--- src/rtl/fetch_stage_pkg.sv ---
// Shared definitions for the instruction fetch stage: bubble encoding,
// FSM state encoding and the redirect-target alignment helper.
package fetch_stage_pkg;

    localparam logic [31:0] NOP_INSN = 32'h0000_0013;

    typedef enum logic [2:0] {
        ST_IDLE    = 3'd0,
        ST_FETCH   = 3'd1,
        ST_HOLD    = 3'd2,
        ST_BR_WAIT = 3'd3,
        ST_DISCARD = 3'd4
    } fe_state_e;

    function automatic logic [63:0] align_word(input logic [63:0] a);
        return {a[63:2], 2'b00};
    endfunction

endpackage

--- src/rtl/fe_skid_buf.sv ---
// One-entry buffer that parks a fetched word and its address while the
// decode latches are held. Clear takes priority over load.
module fe_skid_buf (
    input  logic        CLK,
    input  logic        reset,
    input  logic        load,
    input  logic        clear,
    input  logic [31:0] word_in,
    input  logic [63:0] addr_in,
    output logic        valid,
    output logic [31:0] word,
    output logic [63:0] addr
);

    logic        valid_q, valid_d;
    logic [31:0] word_q, word_d;
    logic [63:0] addr_q, addr_d;

    always_comb begin
        valid_d = valid_q;
        word_d  = word_q;
        addr_d  = addr_q;
        if (clear) begin
            valid_d = 1'b0;
        end else if (load) begin
            valid_d = 1'b1;
            word_d  = word_in;
            addr_d  = addr_in;
        end
    end

    always_ff @(posedge CLK or negedge reset) begin
        if (!reset) begin
            valid_q <= 1'b0;
            word_q  <= 32'h0;
            addr_q  <= 64'h0;
        end else begin
            valid_q <= valid_d;
            word_q  <= word_d;
            addr_q  <= addr_d;
        end
    end

    assign valid = valid_q;
    assign word  = word_q;
    assign addr  = addr_q;

endmodule

--- src/rtl/fetch_stage.sv ---
// Instruction fetch stage: owns the PC, runs the REQ/RDY handshake to
// instruction memory and drives the DE_NPC/DE_IR/DE_V decode latches.
module fetch_stage
    import fetch_stage_pkg::*;
#(
    parameter logic [63:0] RESET_PC = 64'h0,
    parameter logic [31:0] NOP_IR   = NOP_INSN
) (
    input  logic        CLK,
    input  logic        reset,
    output logic        IMEM_REQ,
    output logic [63:0] IMEM_ADDR,
    input  logic        IMEM_RDY,
    input  logic [31:0] IMEM_DATA,
    input  logic        v_de_br_stall,
    input  logic        MEM_STALL,
    input  logic        BR_RESOLVED,
    input  logic [63:0] BR_NEXT_PC,
    input  logic        WB_CS,
    input  logic [63:0] DE_MTVEC,
    output logic [63:0] DE_NPC,
    output logic [31:0] DE_IR,
    output logic        DE_V
);

    // Handshake: a word transfers on a posedge with IMEM_REQ & IMEM_RDY; once
    // raised, IMEM_REQ and IMEM_ADDR hold until that transfer occurs.
    fe_state_e   state_q, state_d;
    logic [63:0] pc_q, pc_d;
    logic        br_pending_q, br_pending_d;
    logic [63:0] hold_addr_q, hold_addr_d;
    logic [63:0] de_npc_q, de_npc_d;
    logic [31:0] de_ir_q, de_ir_d;
    logic        de_v_q, de_v_d;

    logic        skid_load, skid_clear, skid_valid;
    logic [31:0] skid_word;
    logic [63:0] skid_addr;

    logic ld_de, xfer, br_hit, wait_rdy;

    assign IMEM_REQ  = (state_q == ST_FETCH) || (state_q == ST_DISCARD);
    assign IMEM_ADDR = (state_q == ST_DISCARD) ? hold_addr_q : pc_q;
    assign ld_de     = !MEM_STALL;
    assign xfer      = IMEM_REQ & IMEM_RDY;
    assign br_hit    = v_de_br_stall & de_v_q & ld_de;
    assign wait_rdy  = IMEM_REQ & !IMEM_RDY;

    always_comb begin
        state_d      = state_q;
        pc_d         = pc_q;
        br_pending_d = br_pending_q | br_hit;
        hold_addr_d  = IMEM_ADDR;
        de_npc_d     = de_npc_q;
        de_ir_d      = de_ir_q;
        de_v_d       = de_v_q;
        skid_load    = 1'b0;
        skid_clear   = 1'b0;
        // Any cycle the latches load without a word, decode sees a bubble.
        if (ld_de) begin
            de_ir_d = NOP_IR;
            de_v_d  = 1'b0;
        end
        case (state_q)
            ST_IDLE: state_d = ST_FETCH;
            ST_FETCH: begin
                if (xfer && !ld_de) begin
                    skid_load = 1'b1;
                    pc_d      = pc_q + 64'd4;
                    state_d   = ST_HOLD;
                end else if (xfer && br_hit) begin
                    state_d = ST_BR_WAIT;
                end else if (xfer) begin
                    de_ir_d  = IMEM_DATA;
                    de_npc_d = pc_q + 64'd4;
                    de_v_d   = 1'b1;
                    pc_d     = pc_q + 64'd4;
                end else if (br_hit) begin
                    state_d = ST_DISCARD;
                end
            end
            ST_HOLD: begin
                if (br_hit) begin
                    skid_clear = 1'b1;
                    state_d    = ST_BR_WAIT;
                end else if (ld_de && skid_valid) begin
                    skid_clear = 1'b1;
                    de_ir_d    = skid_word;
                    de_npc_d   = skid_addr + 64'd4;
                    de_v_d     = 1'b1;
                    state_d    = ST_FETCH;
                end
            end
            ST_BR_WAIT: state_d = state_q;
            ST_DISCARD: begin
                if (xfer) state_d = br_pending_d ? ST_BR_WAIT : ST_FETCH;
            end
            default: state_d = ST_IDLE;
        endcase
        // Redirects drop any word landing this cycle; an unfinished request
        // is drained through DISCARD so the memory sees a legal handshake.
        if (WB_CS) begin
            pc_d         = align_word(DE_MTVEC);
            br_pending_d = 1'b0;
            skid_load    = 1'b0;
            skid_clear   = 1'b1;
            de_npc_d     = de_npc_q;
            de_ir_d      = NOP_IR;
            de_v_d       = 1'b0;
            state_d      = wait_rdy ? ST_DISCARD : ST_FETCH;
        end else if (BR_RESOLVED) begin
            pc_d         = align_word(BR_NEXT_PC);
            br_pending_d = 1'b0;
            skid_load    = 1'b0;
            skid_clear   = 1'b1;
            if (ld_de) begin
                de_npc_d = de_npc_q;
                de_ir_d  = NOP_IR;
                de_v_d   = 1'b0;
            end
            state_d = wait_rdy ? ST_DISCARD : ST_FETCH;
        end
    end

    always_ff @(posedge CLK or negedge reset) begin
        if (!reset) begin
            state_q      <= ST_IDLE;
            pc_q         <= RESET_PC;
            br_pending_q <= 1'b0;
            hold_addr_q  <= RESET_PC;
            de_npc_q     <= 64'h0;
            de_ir_q      <= NOP_IR;
            de_v_q       <= 1'b0;
        end else begin
            state_q      <= state_d;
            pc_q         <= pc_d;
            br_pending_q <= br_pending_d;
            hold_addr_q  <= hold_addr_d;
            de_npc_q     <= de_npc_d;
            de_ir_q      <= de_ir_d;
            de_v_q       <= de_v_d;
        end
    end

    fe_skid_buf u_skid (
        .CLK     (CLK),
        .reset   (reset),
        .load    (skid_load),
        .clear   (skid_clear),
        .word_in (IMEM_DATA),
        .addr_in (IMEM_ADDR),
        .valid   (skid_valid),
        .word    (skid_word),
        .addr    (skid_addr)
    );

    assign DE_NPC = de_npc_q;
    assign DE_IR  = de_ir_q;
    assign DE_V   = de_v_q;

endmodule

--- config.mk ---
export PLATFORM = sky130hd
export DESIGN_NAME = fetch_stage
export DESIGN_NICKNAME = d
export VERILOG_FILES = /design/src/rtl/fetch_stage_pkg.sv /design/src/rtl/fe_skid_buf.sv /design/src/rtl/fetch_stage.sv
export SDC_FILE = /design/constraint.sdc
export NUM_CORES = 1
export LEC_CHECK = 0
export ABC_CLOCK_PERIOD_IN_PS = 3000
export BUFFER_PORTS_ARGS = -buffer_cell sky130_fd_sc_hd__buf_4
export CAP_MARGIN = 20
export CORE_MARGIN = 1.5
export CORE_UTILIZATION = 30
export DETAILED_ROUTE_END_ITERATION = 10
export PLACE_DENSITY = 0.59
export SLEW_MARGIN = 20
export SYNTH_ARGS = -nofsm -noshare
export SYNTH_HDL_FRONTEND = slang
export SYNTH_SLANG_ARGS = --single-unit
--- constraint.sdc ---
create_clock -name CLK -period 3 [get_ports CLK]
set_input_delay 0.6 -clock CLK [delete_from_list [all_inputs] [get_ports CLK]]
set_output_delay 0.6 -clock CLK [all_outputs]
set_load 0.005 [all_outputs]
==> metrics.md, run 1 <==
| Metric | Value |
|---|---|
| Count of flip-flops with a built-in enable after synthesis | 0 |
| Synthesized instance count | 1675 |
| Final period demand of the worst path | 2.89 ns |
| Number of vias per cell | 5.51 |
| Routed via count | 15300 |
| TritonCTS Buffers | 40 |
| Antenna Nets Post-Route | 0 |
| Category of the worst setup path launch point | flip-flop |
| Yosys top cell area share | 47.4% |
| Number of top-level pins | 329 |
| Share of post-route cells with drive strength above 1 | 32.0% |
| Worst flop-to-flop path startpoint | pc_q[12] |
| Avg Synthesized Cell Area | 10.1 sq um |
| R2r worst-path depth | 6 |
| Worst endpoint data arrival time | 2.29 ns |
| Synthesized netlist net count | 1844 |
| Main combinational cell family by area after synthesis | simple AND/OR/NAND/NOR gates |
| Portion of netlist area occupied by mux cells | 11.9% |
| Effective utilization at floorplan | 30.6% |
| Multi-input combinational cell area | 8370 sq um |
| Footprint of the flip-flops and latches | 8110 sq um |
| Share of the synthesized area in compound gates (AO/OA/AOI/OAI) | 14.6% |
| Synth warn | 0 |
| Endpoints failing setup | 0 |
| Maximum buffer depth of the clock tree | 3 |
| Number of hold-slack violations in the final timing report | 0 |
| TritonCTS Sinks | 324 |
| Worst IR drop on VDD | 0.450 mV |
| Max Cap Violations | 0 |
| Slowest cell on crit path | sky130_fd_sc_hd__dfrtp_2 |
| Max Clk Rate | 0.346 GHz |
| Result of the run | finished clean |
| Crit. End Element | primary output |
| Primary FF master, synth | sky130_fd_sc_hd__dfrtp_1 |
| Routability congestion estimate | 0.924 |
| Number of global-route vias before repair | 15100 |
| Max-slew headroom at the worst pin | 40.8% |
| Syn Std Cell Area | 17000 sq um |
| Path length in cells of the critical path | 6 |
| Detailed Route Iter0 Violations | 1605 |
| Distinct cell type count after synthesis | 75 |
| Final #Nets | 2173 |
| Overall die area | 58000 sq um |
| Pre-Repair DR Iteration Count | 6 |
| Cell type contributing the most total cell area after synthesis | sky130_fd_sc_hd__dfrtp_1 |
| Power spent charging and discharging nets | 6.23 mW |
| Combinational fraction of design power | 31.9% |
| Maximum number of pins on one net before global-route repair | 89 |
| Proportion of synthesized flip-flops having asynchronous set or reset | 100% |
| Initial antenna violation count | 1 |
| Post-placement cell area | 20600 sq um |
| Area growth syn-to-layout | 29.8% |
| Detailed Place HPWL | 48400 microns |
| Unrepaired setup endpoints after global routing | no |
| CTS tree | built |
| WL per Instance | 24.0 microns |
| Diode insertion count for antenna repair | 0 |
| Required time at the worst-slack endpoint | 2.40 ns |
| Share of power burned in the clock network | 27.8% |
| Family with the most delay on the worst path | buffers and inverters |
| Final setup TNS | 0 ns |
| Sw Share | 34.2% |
| Area share of fa/ha/maj cells after synthesis | 0.148% |
| Die width | 241 microns |
| Final instance area | 22000 sq um |
| Leading cell types by total area after synthesis | sky130_fd_sc_hd__dfrtp_1 (47%), sky130_fd_sc_hd__mux2_2 (10%), sky130_fd_sc_hd__xnor2_1 (4.4%) |
| Clk Tree Root Cell | sky130_fd_sc_hd__clkbuf_16 |
| Crit path buffers/inverters | 3 |
| Sum of overflow across all layers after global routing | 0 |
| Post-detailed-route DRC marker count | 0 |
| Xor-xnor portion of the synthesized cell area | 6.14% |
| Maximum cell stage delay along the critical path | 0.48 ns |
| Total routing resource utilization after global routing | 22.6% |
| End of the worst register-to-register path | pc_q[56] |
| Pins Over Slew Limit | 0 |
| Sequential cell fraction of total power | 40.3% |
| Global-route wire length before repair | 97700 microns |
| P per Cell Area | 826 nW/um^2 |
| Height of the chip | 241 microns |
| Fin Clk Skew | 0.0267 ns |
| Hold Path Depth | 3 |
| Post-detailed-routing wire length | 66700 microns |
| Simple-Gate Fraction of Synth Area | 16.1% |
| Std-Cell Rows | 86 |
| Count of fill cells added during filler insertion | 5509 |
| Worst-case hold path end point | pc_q[2] |
| Level count of the clock H-tree | 2 |
| Hold Crit Class | primary input to flip-flop |
| Insertion delay to the later sink of the worst-skew pair | 0.56 ns |
| Post-synthesis register bit count | 324 |
| Launch point of the worst hold path | DE_MTVEC[2] |
| Internal power component | 12.0 mW |
| Cells traversed along the worst timing path | nand2b_4 > nor2_4 > buf_12 > buf_16 > mux2_2 > buf_4 |
| Period utilization | 96.2% |
| Kind of critical path | flip-flop to primary output |
| Count of input and output buffers | 324 |
| Clock transition time at the flip-flop clock pins of the worst setup and hold paths | 0.06 ns |
| Seq/Total Area, Yosys | 47.8% |
| Flop2flop setup slack | 0.24 ns |
| Leak pwr | 9.40 nW |
| Core area | 55500 sq um |
| Highest net fanout along the worst path | 25 |
| Slew @ Worst Pin | 0.888 ns |
cells by family (layout without fill, tap and decap cells):
logic type / Yosys count / after routing
AND/OR/NAND/NOR: 530 / 530
AO/OA/AOI/OAI: 386 / 386
flip-flops: 324 / 324
multiplexers: 183 / 183
buffers and inverters: 131 / 486
XOR/XNOR: 119 / 119
adder cells (fa/ha/maj): 2 / 2
Yosys cell counts, drive strengths merged, types with 2 or more instances:
cell type / number
dfrtp: 321
mux2: 150
nand2: 149
o21ai: 107
a21oi: 103
clkbuf: 94
nor2: 86
xnor2: 86
nand3: 75
nand4: 48
nor3: 46
nor4: 39
a22oi: 36
mux2i: 33
xor2: 33
a221o: 27
and3: 24
buf: 20
o221ai: 18
inv: 16
and2: 14
o211ai: 14
o21a: 14
a31oi: 12
and4: 12
or4: 10
a221oi: 8
a22o: 8
o22ai: 8
o31ai: 7
a211oi: 5
nor3b: 5
nor2b: 4
or2: 4
or3: 4
dfstp: 3
nand2b: 3
nand3b: 3
o31a: 3
a21o: 2
ha: 2
o21bai: 2
o32ai: 2
o41ai: 2
how the worst max path moves through the flow:
stage / from / end / slack, ns
global placement: BR_RESOLVED / DE_NPC[53] / 0.07
global route: state_q[0] / IMEM_ADDR[13] / 0.03
detailed placement: pc_q[12] / pc_q[56] / 0.28
finish: state_q[0] / IMEM_ADDR[29] / 0.11
CTS: state_q[0] / IMEM_ADDR[29] / 0.003
floorplan: MEM_STALL / DE_NPC[11] / 0.51
layout make-up:
class                      count  share of cell area, %
timing repair buffer         401                   14.4
inverter                      17                  0.290
multi-input combinational   1220                   38.0
sequential                   324                   36.9
clock buffer                  58                   5.41
clock inverter                10                  0.750
tap                          748                   4.25
registers in the layout, summed over array words and instances, names as in the netlist:
register / flops
state_q: 3
DE_V: 1
pc_q: 62
u_skid.valid: 1
br_pending_q: 1
u_skid.addr: 64
hold_addr_q: 64
u_skid.word: 32
DE_IR: 32
DE_NPC: 64
repair_timing:
action | 4_1_cts | 5_1_grt
hold buffers | 1 | 0
resized for setup | 6 | 1
cloned | 1 | 0
buffers inserted | 1 | 0
hold endpoints to repair | 41 | 0
setup endpoints to repair | 26 | 44
pin swaps | 1 | 0
layer usage:
metal	global-route usage (%)	routed length (microns)	up-vias
met4	5.66	1340	2
met3	4.78	6130	86
met5	0	8	-
li1	-	-	6833
met2	37.1	31500	736
met1	30.2	27700	7657
power groups by stage:
stage	Combinational, mW	Sequential (mW)	Clock [mW]
2_1_floorplan	3.18	6.85	0
3_3_place_gp	5.66	7.25	0
3_5_place_dp	5.77	7.34	0
4_1_cts	5.89	7.28	5.16
5_1_grt	6.32	7.51	5.34
6_report	5.81	7.33	5.05
placed cells by master, fill, tap and decap left out, types with 8 or more instances in the layout:
master	n
sky130_fd_sc_hd__a21oi_1	103
sky130_fd_sc_hd__a221o_1	27
sky130_fd_sc_hd__a221oi_1	8
sky130_fd_sc_hd__a22o_1	8
sky130_fd_sc_hd__a22oi_1	36
sky130_fd_sc_hd__a31oi_1	12
sky130_fd_sc_hd__and2_1	12
sky130_fd_sc_hd__and3_1	24
sky130_fd_sc_hd__and4_1	12
sky130_fd_sc_hd__buf_12	9
sky130_fd_sc_hd__buf_4	387
sky130_fd_sc_hd__clkbuf_1	8
sky130_fd_sc_hd__clkbuf_16	42
sky130_fd_sc_hd__clkbuf_8	8
sky130_fd_sc_hd__dfrtp_1	319
sky130_fd_sc_hd__inv_1	15
sky130_fd_sc_hd__mux2_2	149
sky130_fd_sc_hd__mux2i_1	33
sky130_fd_sc_hd__nand2_1	148
sky130_fd_sc_hd__nand3_1	74
sky130_fd_sc_hd__nand4_1	46
sky130_fd_sc_hd__nor2_1	81
sky130_fd_sc_hd__nor3_1	43
sky130_fd_sc_hd__nor4_1	34
sky130_fd_sc_hd__o211ai_1	13
sky130_fd_sc_hd__o21a_1	14
sky130_fd_sc_hd__o21ai_0	104
sky130_fd_sc_hd__o221ai_1	18
sky130_fd_sc_hd__o22ai_1	8
sky130_fd_sc_hd__xnor2_1	86
sky130_fd_sc_hd__xor2_1	33
worst reg2reg max path, cell delays in order, from the launching register on:
cell,delay (ns)
sky130_fd_sc_hd__dfrtp_1,0.46
sky130_fd_sc_hd__nand3_1,0.25
sky130_fd_sc_hd__or4_1,0.70
sky130_fd_sc_hd__or4b_4,0.69
sky130_fd_sc_hd__nor2_1,0.20
sky130_fd_sc_hd__xnor2_1,0.17
sky130_fd_sc_hd__o221ai_1,0.15
per-stage QoR:
| stage | setup WS, ns | power, mW | utilization (%) | hold slack (ns) | cells |
|---|---|---|---|---|---|
| floorplan | 0.507 | 10.0 | - | 0.304 | 1675 |
| global placement | 0.0689 | 12.9 | 37.1 | 0.461 | 2707 |
| detailed placement | 0.278 | 13.1 | 37.1 | 0.465 | 2707 |
| CTS | 0.00296 | 18.3 | 39.6 | 0.234 | 2778 |
| global route | 0.0336 | 19.2 | 39.6 | 0.255 | 2778 |
| finish | 0.114 | 18.2 | 39.6 | 0.257 | 2778 |
Power figures use the tool's default switching activity.
==> run 2, diff against run 1 <==
RECOVER_POWER = 100   (was default)
==> run 2 against run 1 <==
Effect of this change: the flow now finishes with violations (max-capacitance violations, max-slew violations); first-iteration DRC count shrank 0.87%; hold slack gained 0.0021 ns; via count grew 0.83%; worst setup slack lost 0.0078 ns; critical path depth is the same; power shrank 2.3%; critical path type unchanged.
==> metrics.md, run 2 (synthesized netlist as in run 1, its figures left out) <==
| Metric | Value |
|---|---|
| Launch point of the worst hold path | DE_MTVEC[2] |
| Effective utilization at floorplan | 30.6% |
| Share of post-route cells with drive strength above 1 | 25.7% |
| Required time at the worst-slack endpoint | 2.40 ns |
| Post-detailed-route DRC marker count | 0 |
| Detailed Place HPWL | 48400 microns |
| Slew @ Worst Pin | 1.52 ns |
| Sum of overflow across all layers after global routing | 0 |
| Number of top-level pins | 329 |
| Worst IR drop on VDD | 0.445 mV |
| Multi-input combinational cell area | 8310 sq um |
| Clock transition time at the flip-flop clock pins of the worst setup and hold paths | 0.06 ns |
| Slowest cell on crit path | sky130_fd_sc_hd__dfrtp_2 |
| Family with the most delay on the worst path | buffers and inverters |
| Antenna Nets Post-Route | 0 |
| R2r worst-path depth | 5 |
| Crit path buffers/inverters | 3 |
| Height of the chip | 241 microns |
| Final setup slack of the worst path | 0.106 ns |
| TritonCTS Buffers | 40 |
| Std-Cell Rows | 86 |
| Flop2flop setup slack | 0.19 ns |
| Worst-case hold path end point | pc_q[2] |
| Diode insertion count for antenna repair | 0 |
| Core area | 55500 sq um |
| Detailed Route Iter0 Violations | 1591 |
| Cells traversed along the worst timing path | nand2b_4 > nor2_4 > buf_12 > buf_16 > mux2_1 > clkbuf_4 |
| Final cell count without fillers | 2778 |
| Kind of critical path | flip-flop to primary output |
| Total routing resource utilization after global routing | 22.6% |
| Unrepaired setup endpoints after global routing | no |
| Die width | 241 microns |
| Routability congestion estimate | 0.924 |
| Overall die area | 58000 sq um |
| Failing checks | max-capacitance violations, max-slew violations |
| Routed via count | 15400 |
| Footprint of the flip-flops and latches | 8110 sq um |
| Global-route wire length before repair | 97700 microns |
| Fin Clk Skew | 0.0240 ns |
| Post-route worst hold slack | 0.259 ns |
| WL per Instance | 24.0 microns |
| Level count of the clock H-tree | 2 |
| Final instance area | 21600 sq um |
| P per Cell Area | 822 nW/um^2 |
| Final period demand of the worst path | 2.89 ns |
| Worst flop-to-flop path startpoint | state_q[2] |
| Post-Route Utilization | 38.9% |
| Hold Crit Class | primary input to flip-flop |
| TritonCTS Sinks | 324 |
| Initial antenna violation count | 1 |
| Pins Over Slew Limit | 48 |
| Final Power | 17.8 mW |
| Clk Tree Root Cell | sky130_fd_sc_hd__clkbuf_16 |
| Max Clk Rate | 0.346 GHz |
| Post-placement worst setup slack | 0.278 ns |
| Max-slew headroom at the worst pin | -1.31% |
| Post-detailed-routing wire length | 66700 microns |
| Post-placement cell area | 20600 sq um |
| Commonest cells after routing, fill and taps aside | sky130_fd_sc_hd__dfrtp_1 (319), sky130_fd_sc_hd__buf_4 (221), sky130_fd_sc_hd__nand2_1 (148) |
| Final #Nets | 2173 |
| Number of global-route vias before repair | 15100 |
| Number of hold-slack violations in the final timing report | 0 |
| Number of cells in the design after placement | 2707 |
| Count of input and output buffers | 324 |
| Area growth syn-to-layout | 27.3% |
| Worst endpoint data arrival time | 2.29 ns |
| Endpoints failing setup | 0 |
| Max Cap Violations | 1 |
| Category of the worst setup path launch point | flip-flop |
| Number of vias per cell | 5.56 |
| Hold Path Depth | 3 |
| Most common cell after layout, fill and taps aside | sky130_fd_sc_hd__dfrtp_1 |
| Count of fill cells added during filler insertion | 5595 |
| Maximum buffer depth of the clock tree | 3 |
| Pre-Repair DR Iteration Count | 7 |
| Period utilization | 96.5% |
| Maximum cell stage delay along the critical path | 0.47 ns |
| Final setup TNS | 0 ns |
| Maximum number of pins on one net before global-route repair | 89 |
| Leak pwr | 9.04 nW |
| Insertion delay to the later sink of the worst-skew pair | 0.56 ns |
| Highest net fanout along the worst path | 25 |
| CTS tree | built |
| Result of the run | complete, but fails checks |
| End of the worst register-to-register path | u_skid.addr[46] |
| Crit. End Element | primary output |
==> run 2: area by class of cell <==
cell class              instances  area share (%)
clock buffers                  58            5.52
flip-flops and latches        324            37.6
well taps                     748            4.33
repair buffers                401            13.0
clock inverters                10           0.765
multi-input cells            1220            38.5
inverters                      17           0.295
==> run 2: what timing repair did <==
item,CTS,global route
endpoints found under the hold margin,41,0
resized for setup,6,1
setup endpoints to repair,26,44
pin swaps,1,0
buffers inserted,1,0
hold buffers,1,0
cloned,1,0
==> run 2: worst register-to-register path, cell delays in order (launching register included) <==
cell and delay [ns]:
sky130_fd_sc_hd__dfrtp_2 0.49, sky130_fd_sc_hd__nand2b_1 0.27, sky130_fd_sc_hd__nor3b_1 0.39, sky130_fd_sc_hd__nand3_2 0.64, sky130_fd_sc_hd__buf_4 0.54, sky130_fd_sc_hd__mux2_2 0.38
==> run 2: power by group <==
group	total (mW)	switching [mW]	leakage, nW	internal (mW)
sequential	7.31	1.44	4.03	5.86
combinational	5.40	2.78	4.34	2.62
clock	5.05	1.96	0.668	3.09
total	17.8	6.18	9.04	11.6
==> run 2: metal layers <==
| layer | part of all wire (%) | GRT usage, % | up-vias |
|---|---|---|---|
| li1 | - | - | 6843 |
| met1 | 42 | 30.2 | 7759 |
| met2 | 47 | 37.1 | 732 |
| met3 | 8.7 | 4.78 | 105 |
| met4 | 2.3 | 5.66 | 2 |
| met5 | 0.012 | 0 | - |
==> run 2: worst max path at each step <==
stage / startpoint / endpoint / slack, ns / cells after the start
floorplan: MEM_STALL / DE_NPC[11] / 0.51 / 9
global placement: BR_RESOLVED / DE_NPC[53] / 0.07 / 7
detailed placement: pc_q[12] / pc_q[56] / 0.28 / 6
CTS: state_q[0] / IMEM_ADDR[29] / 0.003 / 6
global route: state_q[0] / IMEM_ADDR[46] / 0.03 / 6
finish: state_q[0] / IMEM_ADDR[46] / 0.11 / 6
